File: src/rtl/serial_rx_pkg.sv
// Shared types and widths for the framed 4-bit serial receiver.
package serial_rx_pkg;

  localparam int unsigned RX_DATA_W = 4;
  localparam int unsigned RX_CNT_W  = 2;

  typedef enum logic [1:0] {
    IDLE,
    DATA,
    PARITY,
    STOP
  } rx_state_t;

endpackage

File: src/rtl/serial_rx_4_sipo.sv
// sipo_4: 4-bit serial-in/parallel-out shift register, shifts into the MSB.
module sipo_4
  import serial_rx_pkg::*;
(
  input  logic                 clk,
  input  logic                 clear,
  input  logic                 shift,
  input  logic                 din,
  output logic [RX_DATA_W-1:0] q
);

  always_ff @(posedge clk or posedge clear) begin
    if (clear) begin
      q <= '0;
    end else if (shift) begin
      q <= {din, q[RX_DATA_W-1:1]};
    end
  end

endmodule

File: src/rtl/serial_rx_4.sv
// serial_rx_4: framed serial receiver (start, d0..d3 LSB first, [parity], stop).
// Define SERIAL_RX_PARITY_EN to add an even-parity bit after d3.
module serial_rx_4
  import serial_rx_pkg::*;
(
  input  logic                 clk,
  input  logic                 clear,
  input  logic                 bit_en,
  input  logic                 ser_in,
  output logic [RX_DATA_W-1:0] a_par,
  output logic                 valid,
  output logic                 frame_err,
  output logic                 busy
);

  rx_state_t             state;
  logic [RX_CNT_W-1:0]   cnt;
  logic [RX_DATA_W-1:0]  shreg;
  logic                  shift_en;
  logic                  parity_ok;

  assign shift_en = bit_en && (state == DATA);

  sipo_4 u_sipo (
    .clk   (clk),
    .clear (clear),
    .shift (shift_en),
    .din   (ser_in),
    .q     (shreg)
  );

`ifdef SERIAL_RX_PARITY_EN
  logic par_bit;
  assign parity_ok = ~(^{shreg, par_bit});
`else
  assign parity_ok = 1'b1;
`endif

  // Frame sequencer; every transition is gated by the bit strobe, pulses self-clear.
  always_ff @(posedge clk or posedge clear) begin
    if (clear) begin
      state     <= IDLE;
      cnt       <= '0;
      a_par     <= '0;
      valid     <= 1'b0;
      frame_err <= 1'b0;
      busy      <= 1'b0;
`ifdef SERIAL_RX_PARITY_EN
      par_bit   <= 1'b0;
`endif
    end else begin
      valid     <= 1'b0;
      frame_err <= 1'b0;
      if (bit_en) begin
        case (state)
          IDLE: begin
            if (!ser_in) begin
              state <= DATA;
              cnt   <= '0;
              busy  <= 1'b1;
            end
          end
          DATA: begin
            cnt <= cnt + RX_CNT_W'(1);
            if (cnt == RX_CNT_W'(RX_DATA_W - 1)) begin
`ifdef SERIAL_RX_PARITY_EN
              state <= PARITY;
`else
              state <= STOP;
`endif
            end
          end
`ifdef SERIAL_RX_PARITY_EN
          PARITY: begin
            par_bit <= ser_in;
            state   <= STOP;
          end
`endif
          STOP: begin
            if (ser_in && parity_ok) begin
              a_par <= shreg;
              valid <= 1'b1;
            end else begin
              frame_err <= 1'b1;
            end
            state <= IDLE;
            busy  <= 1'b0;
          end
          default: begin
            state <= IDLE;
            busy  <= 1'b0;
          end
        endcase
      end
    end
  end

endmodule

File: config.mk
export PLATFORM = sky130hd
export DESIGN_NAME = serial_rx_4
export DESIGN_NICKNAME = d
export VERILOG_FILES = /design/src/rtl/serial_rx_pkg.sv /design/src/rtl/serial_rx_4_sipo.sv /design/src/rtl/serial_rx_4.sv
export SDC_FILE = /design/constraint.sdc
export NUM_CORES = 1
export LEC_CHECK = 0
export BUFFER_PORTS_ARGS = -buffer_cell sky130_fd_sc_hd__buf_4
export CORE_MARGIN = 2
export CORE_UTILIZATION = 45
export CTS_CLUSTER_DIAMETER = 100
export DETAILED_ROUTE_END_ITERATION = 8
export PLACE_DENSITY = 0.67
export SYNTH_ARGS = -nofsm -noshare
export SYNTH_HDL_FRONTEND = slang
export SYNTH_SLANG_ARGS = --single-unit
File: constraint.sdc
create_clock -name clk -period 1.2 [get_ports clk]
set_input_delay 0.06 -clock clk [delete_from_list [all_inputs] [get_ports clk]]
set_output_delay 0.06 -clock clk [all_outputs]
set_load 0.03 [all_outputs]
==> impl_results.md, run 1 <==
* Status: finished, final reports clean
* Die W at between 40 and 50 um
* Clk slew on worst S/H paths at approximately 0.080 ns
* Worst hold endpoint: frame_err$_DFF_PP0_
* Chip Height at about 40 um
* Total power at 2.05 mW
* Vias in the first global route at roughly 390
* WHS at about 0.059 ns
* CP Capture Type: flop
* I/O pin count at 11
* First-pass GRT wire length at between 1.5 and 2 mm
* Leakage power at around 0.41 nW
* Worst setup SP type: flop
* Grt ovf at 0
* Crit path DAT at roughly 1.4 ns
* Unrepaired setup endpoints after global routing: true
* Final Util at a little under two thirds
* IO buf count at 10
* FF-to-FF path depth at 3
* Peak supply drop at between 1000 and 1500 uV
* DR iter-0 viols at 7
* Number of diodes at 0
* Slew at the pin with the worst max-slew slack at between 0.5 and 0.6 ns
* Crit-path max FO at 5
* Cell Area, Synth at 589 um2
* Layout Skew at 0.00241 ns
* Critical setup path kind: flop to flop
* Setup_tns at 0 ns
* Row cnt at 13
* Inst Count DP at about 70
* DR pass1 iterations at 3
* P per Cell Area at between 2000 and 3000 nW/um2
* Post-route antenna net violation count at 0
* Synth cell types at 13
* Ys Warns at 0
* Placer congestion estimate at approximately 0.74
* FF-to-FF Start: state[1]$_DFFE_PP0P_
* Fmax at ~840 MHz
* Vias at between 400 and 500
* Global-route usage over all layers at approximately 17%
* Max Cap Viol at 0
* Core area at ~1300 um2
* Most common cell after layout, fill and taps aside: buf_4
* Initial antenna violation count at 0
* Tmin final at between 1 and 1.5 ns
* CTS Sinks at 15
* Clock tree buffer depth at 2
* Vias per cell at approximately 5.1
* Fin nets at 70
* Area Growth Syn to Fin at 36.5%
* Routed wire length at 1.06 mm
* Slew Limit Headroom at about 64%
* CTS tree: done
* H-tree Lvls at 1
* Clock latency on the worst-skew pair at between 0.2 and 0.3 ns
* Residual DRC at 0
* Hold Path Origin: bit_en
* Worst hold path type: input pin to flop
* Data required, critical path at roughly 1.4 ns
* Post-DP HPWL at ~750 um
* Register area at 377 um2
* Layout cell share with drive strength beyond 1 at ~52%
* Area occupied by multi-input gates at around 210 um2
* Pins Over Slew Limit at 0
* Fin. Hold Viols at 0
* Fill cell count at 95
* Hold Crit Depth at 3
* Routed len/inst at about 13 um
* Synthesized flop and latch total at 15
* Post-synthesis sequential area ratio at between 60% and 70%
* Initial Util at 46.4%
* RR Endpoint: u_sipo.q[1]$_DFFE_PP0P_
* Crit share post-route at between 90 and 100%
* Fin cells at between 70 and 80
* DIE AREA at 1620 um2
* Gate Count Post-Synth at 41
* Cts bufs inserted at 3
* Most frequent cells in the layout: buf_4, dfrtp_1, mux2_2
* Internal reg-to-reg setup slack at roughly 0.010 ns
* Mapped Nets at 46
* Root buf cell: clkbuf_4
* Syn Area/Cell at about 14 um2
* Final setup violation count at 0
* Largest net degree at the start of global routing at 16
-- flip-flops by register name, summed over array words and instances (netlist names) --
signal and cells:
valid 1, busy 1, state 2, u_sipo.q 4
frame_err 1, cnt 2, a_par 4
-- through the flow --
| step | worst slack [ns] | area [um2] |
|---|---|---|
| finish | 0.0101 | 805 |
| CTS | 0.0133 | 803 |
| detailed placement | -0.0256 | 706 |
| floorplan | 0.000967 | 589 |
| global route | -0.0307 | 805 |
| global placement | 0.0221 | 706 |
-- worst max-delay path by stage --
| stage | startpoint | end | slack, ns | cells past startpoint |
|---|---|---|---|---|
| after floorplan | state[1]$_DFFE_PP0P_ | u_sipo.q[3]$_DFFE_PP0P_ | 0.001 | 2 |
| after global placement | state[1]$_DFFE_PP0P_ | u_sipo.q[3]$_DFFE_PP0P_ | 0.02 | 2 |
| after detailed placement | state[1]$_DFFE_PP0P_ | u_sipo.q[1]$_DFFE_PP0P_ | -0.03 | 2 |
| after CTS | state[0]$_DFFE_PP0P_ | cnt[0]$_DFFE_PP0P_ | 0.01 | 5 |
| after global routing | state[1]$_DFFE_PP0P_ | u_sipo.q[1]$_DFFE_PP0P_ | -0.03 | 3 |
| final | state[1]$_DFFE_PP0P_ | u_sipo.q[1]$_DFFE_PP0P_ | 0.01 | 3 |
-- Yosys cell counts --
cell      n  area [um2]
a22o_2    1        10.0
nor3_4    1        16.3
nand3_1   1        5.00
dfrtp_1  15         375
mux2_2    9         101
ha_1      1        12.5
inv_1     5        18.8
nor2_1    1        3.75
a22o_1    1        8.76
a211o_2   1        10.0
a21oi_1   3        15.0
nand4_1   1        6.26
a31oi_1   1        6.26
-- metal layers --
| layer | global-route usage (%) | share of wire (%) | vias up | wire length [um] |
|---|---|---|---|---|
| met5 | 0 | 0 | - | 0 |
| met4 | 10.0 | 1.8 | 0 | 19 |
| met3 | 6.67 | 3.9 | 2 | 41 |
| met2 | 28.6 | 54 | 9 | 570 |
| met1 | 17.4 | 40 | 200 | 424 |
| li1 | - | - | 190 | - |
-- cell families (layout without fill, tap and decap cells) --
| family | Yosys count | count (layout) | synth area share [%] |
|---|---|---|---|
| DFF | 15 | 15 | 63.7 |
| muxes | 9 | 9 | 17.2 |
| AOI/OAI and AO/OA | 7 | 7 | 8.49 |
| buffers and inverters | 5 | 28 | 3.19 |
| and+or+nand+nor | 4 | 4 | 5.31 |
| adders and majority gates | 1 | 1 | 2.12 |
-- area by class of cell --
| type | count | area share (%) |
|---|---|---|
| repair buffers | 19 | 19.1 |
| inverters | 5 | 2.33 |
| multi-input cells | 21 | 26.1 |
| clock buffers | 4 | 3.27 |
| flip-flops and latches | 15 | 46.8 |
| well taps | 15 | 2.33 |
-- power breakdown --
part           switching [mW]  total (mW)  internal [mW]
Sequential              0.150       0.872          0.723
Clock                   0.154       0.284          0.129
Combinational           0.406       0.896          0.490
-- worst max-delay path, cell delays in order, from the launching register on --
cell	delay [ns]
dfrtp_2	0.46
nor3_4	0.17
buf_6	0.15
mux2_4	0.30
-- timing repair --
item / CTS / global route
buffers inserted: 3 / 0
setup endpoints to repair: 9 / 9
endpoints found under the hold margin: 18 / 0
pin swaps: 2 / 1
hold buffers: 3 / 0
resized for setup: 6 / 1
Power figures use the tool's default switching activity.
==> inputs of run 2 (changes only) <==
--- a/config.mk
+++ b/config.mk
@@ -10,7 +10,9 @@
 export CORE_UTILIZATION = 45
 export CTS_CLUSTER_DIAMETER = 100
 export DETAILED_ROUTE_END_ITERATION = 8
+export GPL_TIMING_DRIVEN = 0
 export PLACE_DENSITY = 0.67
+export RECOVER_POWER = 25
 export SYNTH_ARGS = -nofsm -noshare
 export SYNTH_HDL_FRONTEND = slang
 export SYNTH_SLANG_ARGS = --single-unit
==> impl_results.md, run 2 (synthesized netlist as in run 1, its figures left out) <==
* Status: finished, final reports clean (unchanged)
* Most frequent cells in the layout: dfrtp_1, buf_4, mux2_2 (was buf_4, dfrtp_1, mux2_2)
* Most common cell after layout, fill and taps aside: dfrtp_1 (was buf_4)
* Data required, critical path at 1.37 ns (about the same)
* IO buf count at 10 (unchanged)
* Sequential power share at 42.1% (was 42.5%)
* First-pass GRT wire length at 1.46 mm (was 1.66 mm)
* Root buf cell: clkbuf_4 (unchanged)
* Residual DRC at 0 (unchanged)
* Vias per cell at 5.14 (was 5.08)
* Net switching power at 0.717 mW (was 0.710 mW)
* Clk pwr share at 13.7% (was 13.8%)
* Net Sw Frac at 34.5% (was 34.6%)
* Tmin final at 1.20 ns (was 1.19 ns)
* Placer congestion estimate at 0.676 (was 0.738)
* Layout cell share with drive strength beyond 1 at 53.1% (was 51.6%)
* I/O pin count at 11 (unchanged)
* Chip Height at 40.2 um (unchanged)
* CP Capture Type: flop (unchanged)
* Fin. Hold Viols at 0 (unchanged)
* CP max-delay cell: dfrtp_2 (unchanged)
* Crit-path max FO at 6 (was 5)
* Largest net degree at the start of global routing at 16 (unchanged)
* Met1 WL at 481 um (was 424 um)
* Fmax at 836 MHz (was 840 MHz)
* Critical setup path kind: flop to flop (unchanged)
* Number of diodes at 0 (unchanged)
* Crit-path cells: nor3_4 > buf_6 > mux2_4 (unchanged)
* Peak supply drop at 1270 uV (was 1400 uV)
* Post-route antenna net violation count at 0 (unchanged)
* DR iter-0 viols at 1 (was 7)
* Fill cell count at 96 (was 95)
* Met2 Routed Length at 558 um (was 570 um)
* Layout Skew at 0.00175 ns (was 0.00241 ns)
* Worst setup SP type: flop (unchanged)
* Vias in the first global route at 358 (was 387)
* Area Growth Syn to Fin at 37.4% (was 36.5%)
* DR pass1 iterations at 2 (was 3)
* Final Util at 63.8% (was 63.4%)
* Routed len/inst at 13.9 um (was 13.4 um)
* Grt ovf at 0 (unchanged)
* Largest registers: a_par: 4 flops, u_sipo.q: 4 flops (unchanged)
* Pins Over Slew Limit at 0 (unchanged)
* Clock latency on the worst-skew pair at 0.28 ns (about the same)
* Initial antenna violation count at 0 (unchanged)
* Fin nets at 70 (unchanged)
* Slew Limit Headroom at 64.5% (was 63.6%)
* Global-route usage over all layers at 14.2% (was 16.9%)
* DIE AREA at 1620 um2 (unchanged)
* Final setup violation count at 0 (unchanged)
* P per Cell Area at 2570 nW/um2 (was 2550 nW/um2)
* WHS at 0.00244 ns (was 0.0588 ns)
* CP max stage delay at 0.46 ns (about the same)
* Vias at 406 (was 401)
* Area occupied by multi-input gates at 210 um2 (unchanged)
* Clk slew on worst S/H paths at 0.08 ns (about the same)
* Clock tree buffer depth at 2 (unchanged)
* Top Layer Used: met4 (unchanged)
* Crit path DAT at 1.37 ns (was 1.36 ns)
* Core area at 1270 um2 (unchanged)
* H-tree Lvls at 1 (unchanged)
* Leakage power at 0.417 nW (was 0.414 nW)
* Slew at the pin with the worst max-slew slack at 0.532 ns (was 0.545 ns)
* Internal power at 1.36 mW (was 1.34 mW)
* CTS tree: done (unchanged)
* Max Cap Viol at 0 (unchanged)
* Row cnt at 13 (unchanged)
* Routed wire length at 1.10 mm (was 1.06 mm)
* Cts bufs inserted at 3 (unchanged)
* Worst hold path type: input pin to flop (unchanged)
* Register area at 377 um2 (unchanged)
* Gate power share at 44.2% (was 43.7%)
* Die W at 40.2 um (unchanged)
* Unrepaired setup endpoints after global routing: true (unchanged)
* Crit share post-route at 99.7% (was 99.2%)
* Met3 Wirelength at 46 um (was 41 um)
* CTS Sinks at 15 (unchanged)
* Initial Util at 46.4% (unchanged)
-- run 2: cell count changes in the layout (fill, tap and decap cells not counted), sizes merged --
cell	previous run	this run
clkbuf	4	5
dlygate4sd3	3	2
-- run 2: metal layers --
| layer | up-vias | track usage (%) |
|---|---|---|
| met1 | 203 | 16.8 |
| met2 | 9 | 23.8 |
| met3 | 2 | 3.33 |
| met5 | - | 0 |
| met4 | 0 | 7.50 |
| li1 | 192 | - |
-- run 2: stage by stage --
stage               total power, mW  area [um2]  setup WS [ns]  TNS [ns]  cells
finish                         2.08         810        0.00375         0     79
detailed placement             1.58         683         -0.109    -0.660     66
global placement               1.53         683        -0.0657    -0.250     66
CTS                            1.94         764        -0.0299   -0.0757     76
floorplan                      1.35         589       0.000967         0     41
global route                   2.19         810        -0.0277    -0.177     79
-- run 2: critical path, delay by kind of cell (launching register included) --
family                 cells  cell delay [ns]
buffers and inverters      1             0.15
flip-flops                 1             0.46
multiplexers               1             0.30
AND/OR/NAND/NOR            1             0.17
-- run 2: final timing paths --
path,from,endpoint,slack (ns),depth (start not counted)
setup / recovery,state[1]$_DFFE_PP0P_,u_sipo.q[3]$_DFFE_PP0P_,0.004,3
hold / removal,bit_en,state[0]$_DFFE_PP0P_,0.002,2
setup reg to reg,state[1]$_DFFE_PP0P_,u_sipo.q[3]$_DFFE_PP0P_,0.004,3
hold reg to reg,a_par[2]$_DFFE_PP0P_,a_par[2]$_DFFE_PP0P_,0.52,1
max in group asynchronous,clear,state[1]$_DFFE_PP0P_,0.45,3
min in group asynchronous,clear,u_sipo.q[0]$_DFFE_PP0P_,0.37,3
-- run 2: power groups by stage --
stage	Sequential [mW]	Combinational, mW	Clock [mW]
after global placement	0.856	0.676	0
after detailed placement	0.882	0.699	0
after CTS	0.871	0.791	0.283
after global routing	0.902	0.988	0.297
final	0.876	0.920	0.284
after floorplan	1.01	0.337	0
-- run 2: cell type report --
cell class	count	share of cell area, %
clock buffers	4	3.25
inverters	5	2.32
multi-input cells	21	26.0
flip-flops and latches	15	46.5
well taps	15	2.32
repair buffers	19	19.6
-- run 2: timing repair --
action / 4_1_cts / 5_1_grt
gates resized for setup: 3 / 6
pin swaps: 2 / 1
hold buffers: 2 / 0
setup buffers: 4 / 3
endpoints found under the setup margin: 9 / 8
gates cloned: 0 / 0
hold endpoints to repair: 18 / 0
==> inputs of run 3 (changes only) <==
--- a/config.mk
+++ b/config.mk
@@ -6,12 +6,14 @@
 export NUM_CORES = 1
 export LEC_CHECK = 0
 export BUFFER_PORTS_ARGS = -buffer_cell sky130_fd_sc_hd__buf_4
+export CELL_PAD_IN_SITES_DETAIL_PLACEMENT = 1
+export CELL_PAD_IN_SITES_GLOBAL_PLACEMENT = 1
 export CORE_MARGIN = 2
-export CORE_UTILIZATION = 45
+export CORE_UTILIZATION = 37
 export CTS_CLUSTER_DIAMETER = 100
 export DETAILED_ROUTE_END_ITERATION = 8
 export GPL_TIMING_DRIVEN = 0
-export PLACE_DENSITY = 0.67
+export PLACE_DENSITY = 0.68
 export RECOVER_POWER = 25
 export SYNTH_ARGS = -nofsm -noshare
 export SYNTH_HDL_FRONTEND = slang
==> impl_results.md, run 3 (synthesized netlist as in run 1, its figures left out) <==
* Die W at 43.9 um (was 40.2 um)
* Crit-path max FO at 5 (was 6)
* Core area at 1510 um2 (was 1270 um2)
* Top Layer Used: met3 (was met4)
* Worst setup SP type: flop (unchanged)
* Fin nets at 73 (was 70)
* CP max stage delay at 0.41 ns (was 0.46 ns)
* Grt ovf at 0 (unchanged)
* Setup WS pre-CTS at -0.119 ns (was -0.109 ns)
* DR pass1 iterations at 2 (unchanged)
* Max Cap Viol at 0 (unchanged)
* Most frequent cells in the layout: buf_4, dfrtp_1, mux2_4 (was dfrtp_1, buf_4, mux2_2)
* Clock latency on the worst-skew pair at 0.27 ns (was 0.28 ns)
* Met3 Wirelength at 56 um (was 46 um)
* Internal reg-to-reg setup slack at -0.01 ns (was 0.004 ns)
* Fin cells at 83 (was 79)
* CTS tree: done (unchanged)
* Post-DP HPWL at around 820 um
* Initial Util at 39.1% (was 46.4%)
* Cts bufs inserted at 3 (unchanged)
* Fin. Hold Viols at 0 (unchanged)
* FF-to-FF path depth at 4 (was 3)
* Failing checks: setup timing
* Final setup violation count at 3 (was 0)
* WHS at 0.0677 ns (was 0.00244 ns)
* Post-route antenna net violation count at 0 (unchanged)
* Largest net degree at the start of global routing at 16 (unchanged)
* Routed len/inst at 15.0 um (was 13.9 um)
* Inst Count DP at 67 (was 66)
* Number of diodes at 0 (unchanged)
* FF-to-FF Start: state[0]$_DFFE_PP0P_ (was state[1]$_DFFE_PP0P_)
* Crit share post-route at 101% (was 99.7%)
* Slew at the pin with the worst max-slew slack at 0.572 ns (was 0.532 ns)
* Hold Path Origin: bit_en (unchanged)
* P per Cell Area at 2530 nW/um2 (was 2570 nW/um2)
* Vias in the first global route at 418 (was 358)
* Net Sw Frac at 35.0% (was 34.5%)
* Global-route usage over all layers at 15.0% (was 14.2%)
* Crit path from: state[0]$_DFFE_PP0P_ (was state[1]$_DFFE_PP0P_)
* CP max-delay cell: dfrtp_1 (was dfrtp_2)
* Worst hold path type: input pin to flop (unchanged)
* Clock tree buffer depth at 2 (unchanged)
* DIE AREA at 1930 um2 (was 1620 um2)
* Layout Skew at 0.00392 ns (was 0.00175 ns)
* Crit path buf inv count at 2 (was 1)
* CP top delay family: flip-flops (unchanged)
* Met2 Routed Length at 698 um (was 558 um)
* Leakage power at 0.437 nW (was 0.417 nW)
* Status: finished with violations (was finished, final reports clean)
* Crit path DAT at 1.38 ns (was 1.37 ns)
* I/O pin count at 11 (unchanged)
* DR iter-0 viols at 1 (unchanged)
* First-pass GRT wire length at 2.04 mm (was 1.46 mm)
* Clk pwr share at 13.2% (was 13.7%)
* Chip Height at 43.9 um (was 40.2 um)
* Crit-path cells: buf_4 > nand4_1 > buf_6 > mux2_2 (was nor3_4 > buf_6 > mux2_4)
* Routed wire length at 1.25 mm (was 1.10 mm)
* Peak supply drop at 1330 uV (was 1270 uV)
* Setup slack after layout at -0.0126 ns (was 0.00375 ns)
* Vias at 418 (was 406)
* IO buf count at 10 (unchanged)
* Met1 WL at 492 um (was 481 um)
* Unrepaired setup endpoints after global routing: true (unchanged)
* Data required, critical path at 1.37 ns (about the same)
* Gate power share at 45.3% (was 44.2%)
* Worst hold endpoint: frame_err$_DFF_PP0_ (was state[0]$_DFFE_PP0P_)
* Residual DRC at 0 (unchanged)
* CTS Sinks at 15 (unchanged)
* Hold Crit Depth at 3 (was 2)
* CP Capture Type: flop (unchanged)
* Final instance area at 840 um2 (was 810 um2)
* Placer congestion estimate at 0.657 (was 0.676)
* Placed cell area at 684 um2 (was 683 um2)
* Clk slew on worst S/H paths at 0.09 ns (was 0.08 ns)
* Tmin final at 1.21 ns (was 1.20 ns)
* Net switching power at 0.745 mW (was 0.717 mW)
* Slew Limit Headroom at 61.8% (was 64.5%)
* Root buf cell: clkbuf_4 (unchanged)
* H-tree Lvls at 1 (unchanged)
* Vias per cell at 5.04 (was 5.14)
* Area Growth Syn to Fin at 42.5% (was 37.4%)
* Largest registers: a_par: 4 flops, u_sipo.q: 4 flops (unchanged)
* Critical setup path kind: flop to flop (unchanged)
* Initial antenna violation count at 0 (unchanged)
* Sequential power share at 41.5% (was 42.1%)
* Most common cell after layout, fill and taps aside: buf_4 (was dfrtp_1)
* Row cnt at 14 (was 13)
* Fmax at 825 MHz (was 836 MHz)
* Layout cell share with drive strength beyond 1 at 53.7% (was 53.1%)
* Pins Over Slew Limit at 0 (unchanged)
* Internal power at 1.38 mW (was 1.36 mW)
* RR Endpoint: a_par[1]$_DFFE_PP0P_ (was u_sipo.q[3]$_DFFE_PP0P_)
## run 3: cell count changes in the layout (fill, tap and decap cells not counted)
cell / previous run / this run
buf_4: 13 / 15
dlygate4sd3_1: 2 / 4
buf_6: 3 / 2
clkbuf_1: 1 / 0
clkinv_2: 0 / 1
mux2_2: 5 / 4
mux2_4: 4 / 5
## run 3: worst register-to-register path, cell delays in order, from the launching register on
cell     delay (ns)
dfrtp_1        0.41
buf_4          0.15
nand4_1        0.09
buf_6          0.13
mux2_2         0.33
## run 3: final cells by class
type / instances / area, um2
fill: 156 / 667
timing repair buffer: 22 / 183
clock buffer: 3 / 22.5
tap: 16 / 20.0
multi-input combinational: 21 / 214
sequential: 15 / 377
inverter: 5 / 18.8
clock inverter: 1 / 5.00
## run 3: what timing repair did
| action | 4_1_cts | 5_1_grt |
|---|---|---|
| pin swaps | 2 | 1 |
| hold buffers | 4 | 0 |
| gates resized for setup | 8 | 1 |
| endpoints found under the setup margin | 9 | 11 |
| hold endpoints to repair | 17 | 0 |
| setup buffers | 7 | 1 |
## run 3: power by group through the flow
stage,registers [mW],clock network (mW),logic [mW]
after floorplan,1.01,0,0.337
after global placement,0.857,0,0.680
after detailed placement,0.888,0,0.727
after CTS,0.881,0.292,0.938
after global routing,0.913,0.325,1.03
final,0.882,0.280,0.964
## run 3: through the flow
step,utilization [%],power [mW],TNS [ns]
after global placement,45.4,1.54,-0.340
final,55.7,2.13,-0.0305
after CTS,55.0,2.11,-0.0605
after floorplan,-,1.35,0
after global routing,55.7,2.27,-0.331
after detailed placement,45.4,1.62,-0.886
## run 3: how the worst max path moves through the flow
stage	endpoint	cells after the start
floorplan	u_sipo.q[3]$_DFFE_PP0P_	2
global placement	u_sipo.q[3]$_DFFE_PP0P_	2
detailed placement	u_sipo.q[1]$_DFFE_PP0P_	2
CTS	a_par[1]$_DFFE_PP0P_	4
global route	u_sipo.q[3]$_DFFE_PP0P_	4
finish	a_par[1]$_DFFE_PP0P_	4
## run 3: routing by layer
layer	vias to the layer above	GRT usage [%]
met5	-	0
met2	8	25.6
met1	212	19.1
met3	0	3.75
li1	198	-
met4	0	3.64
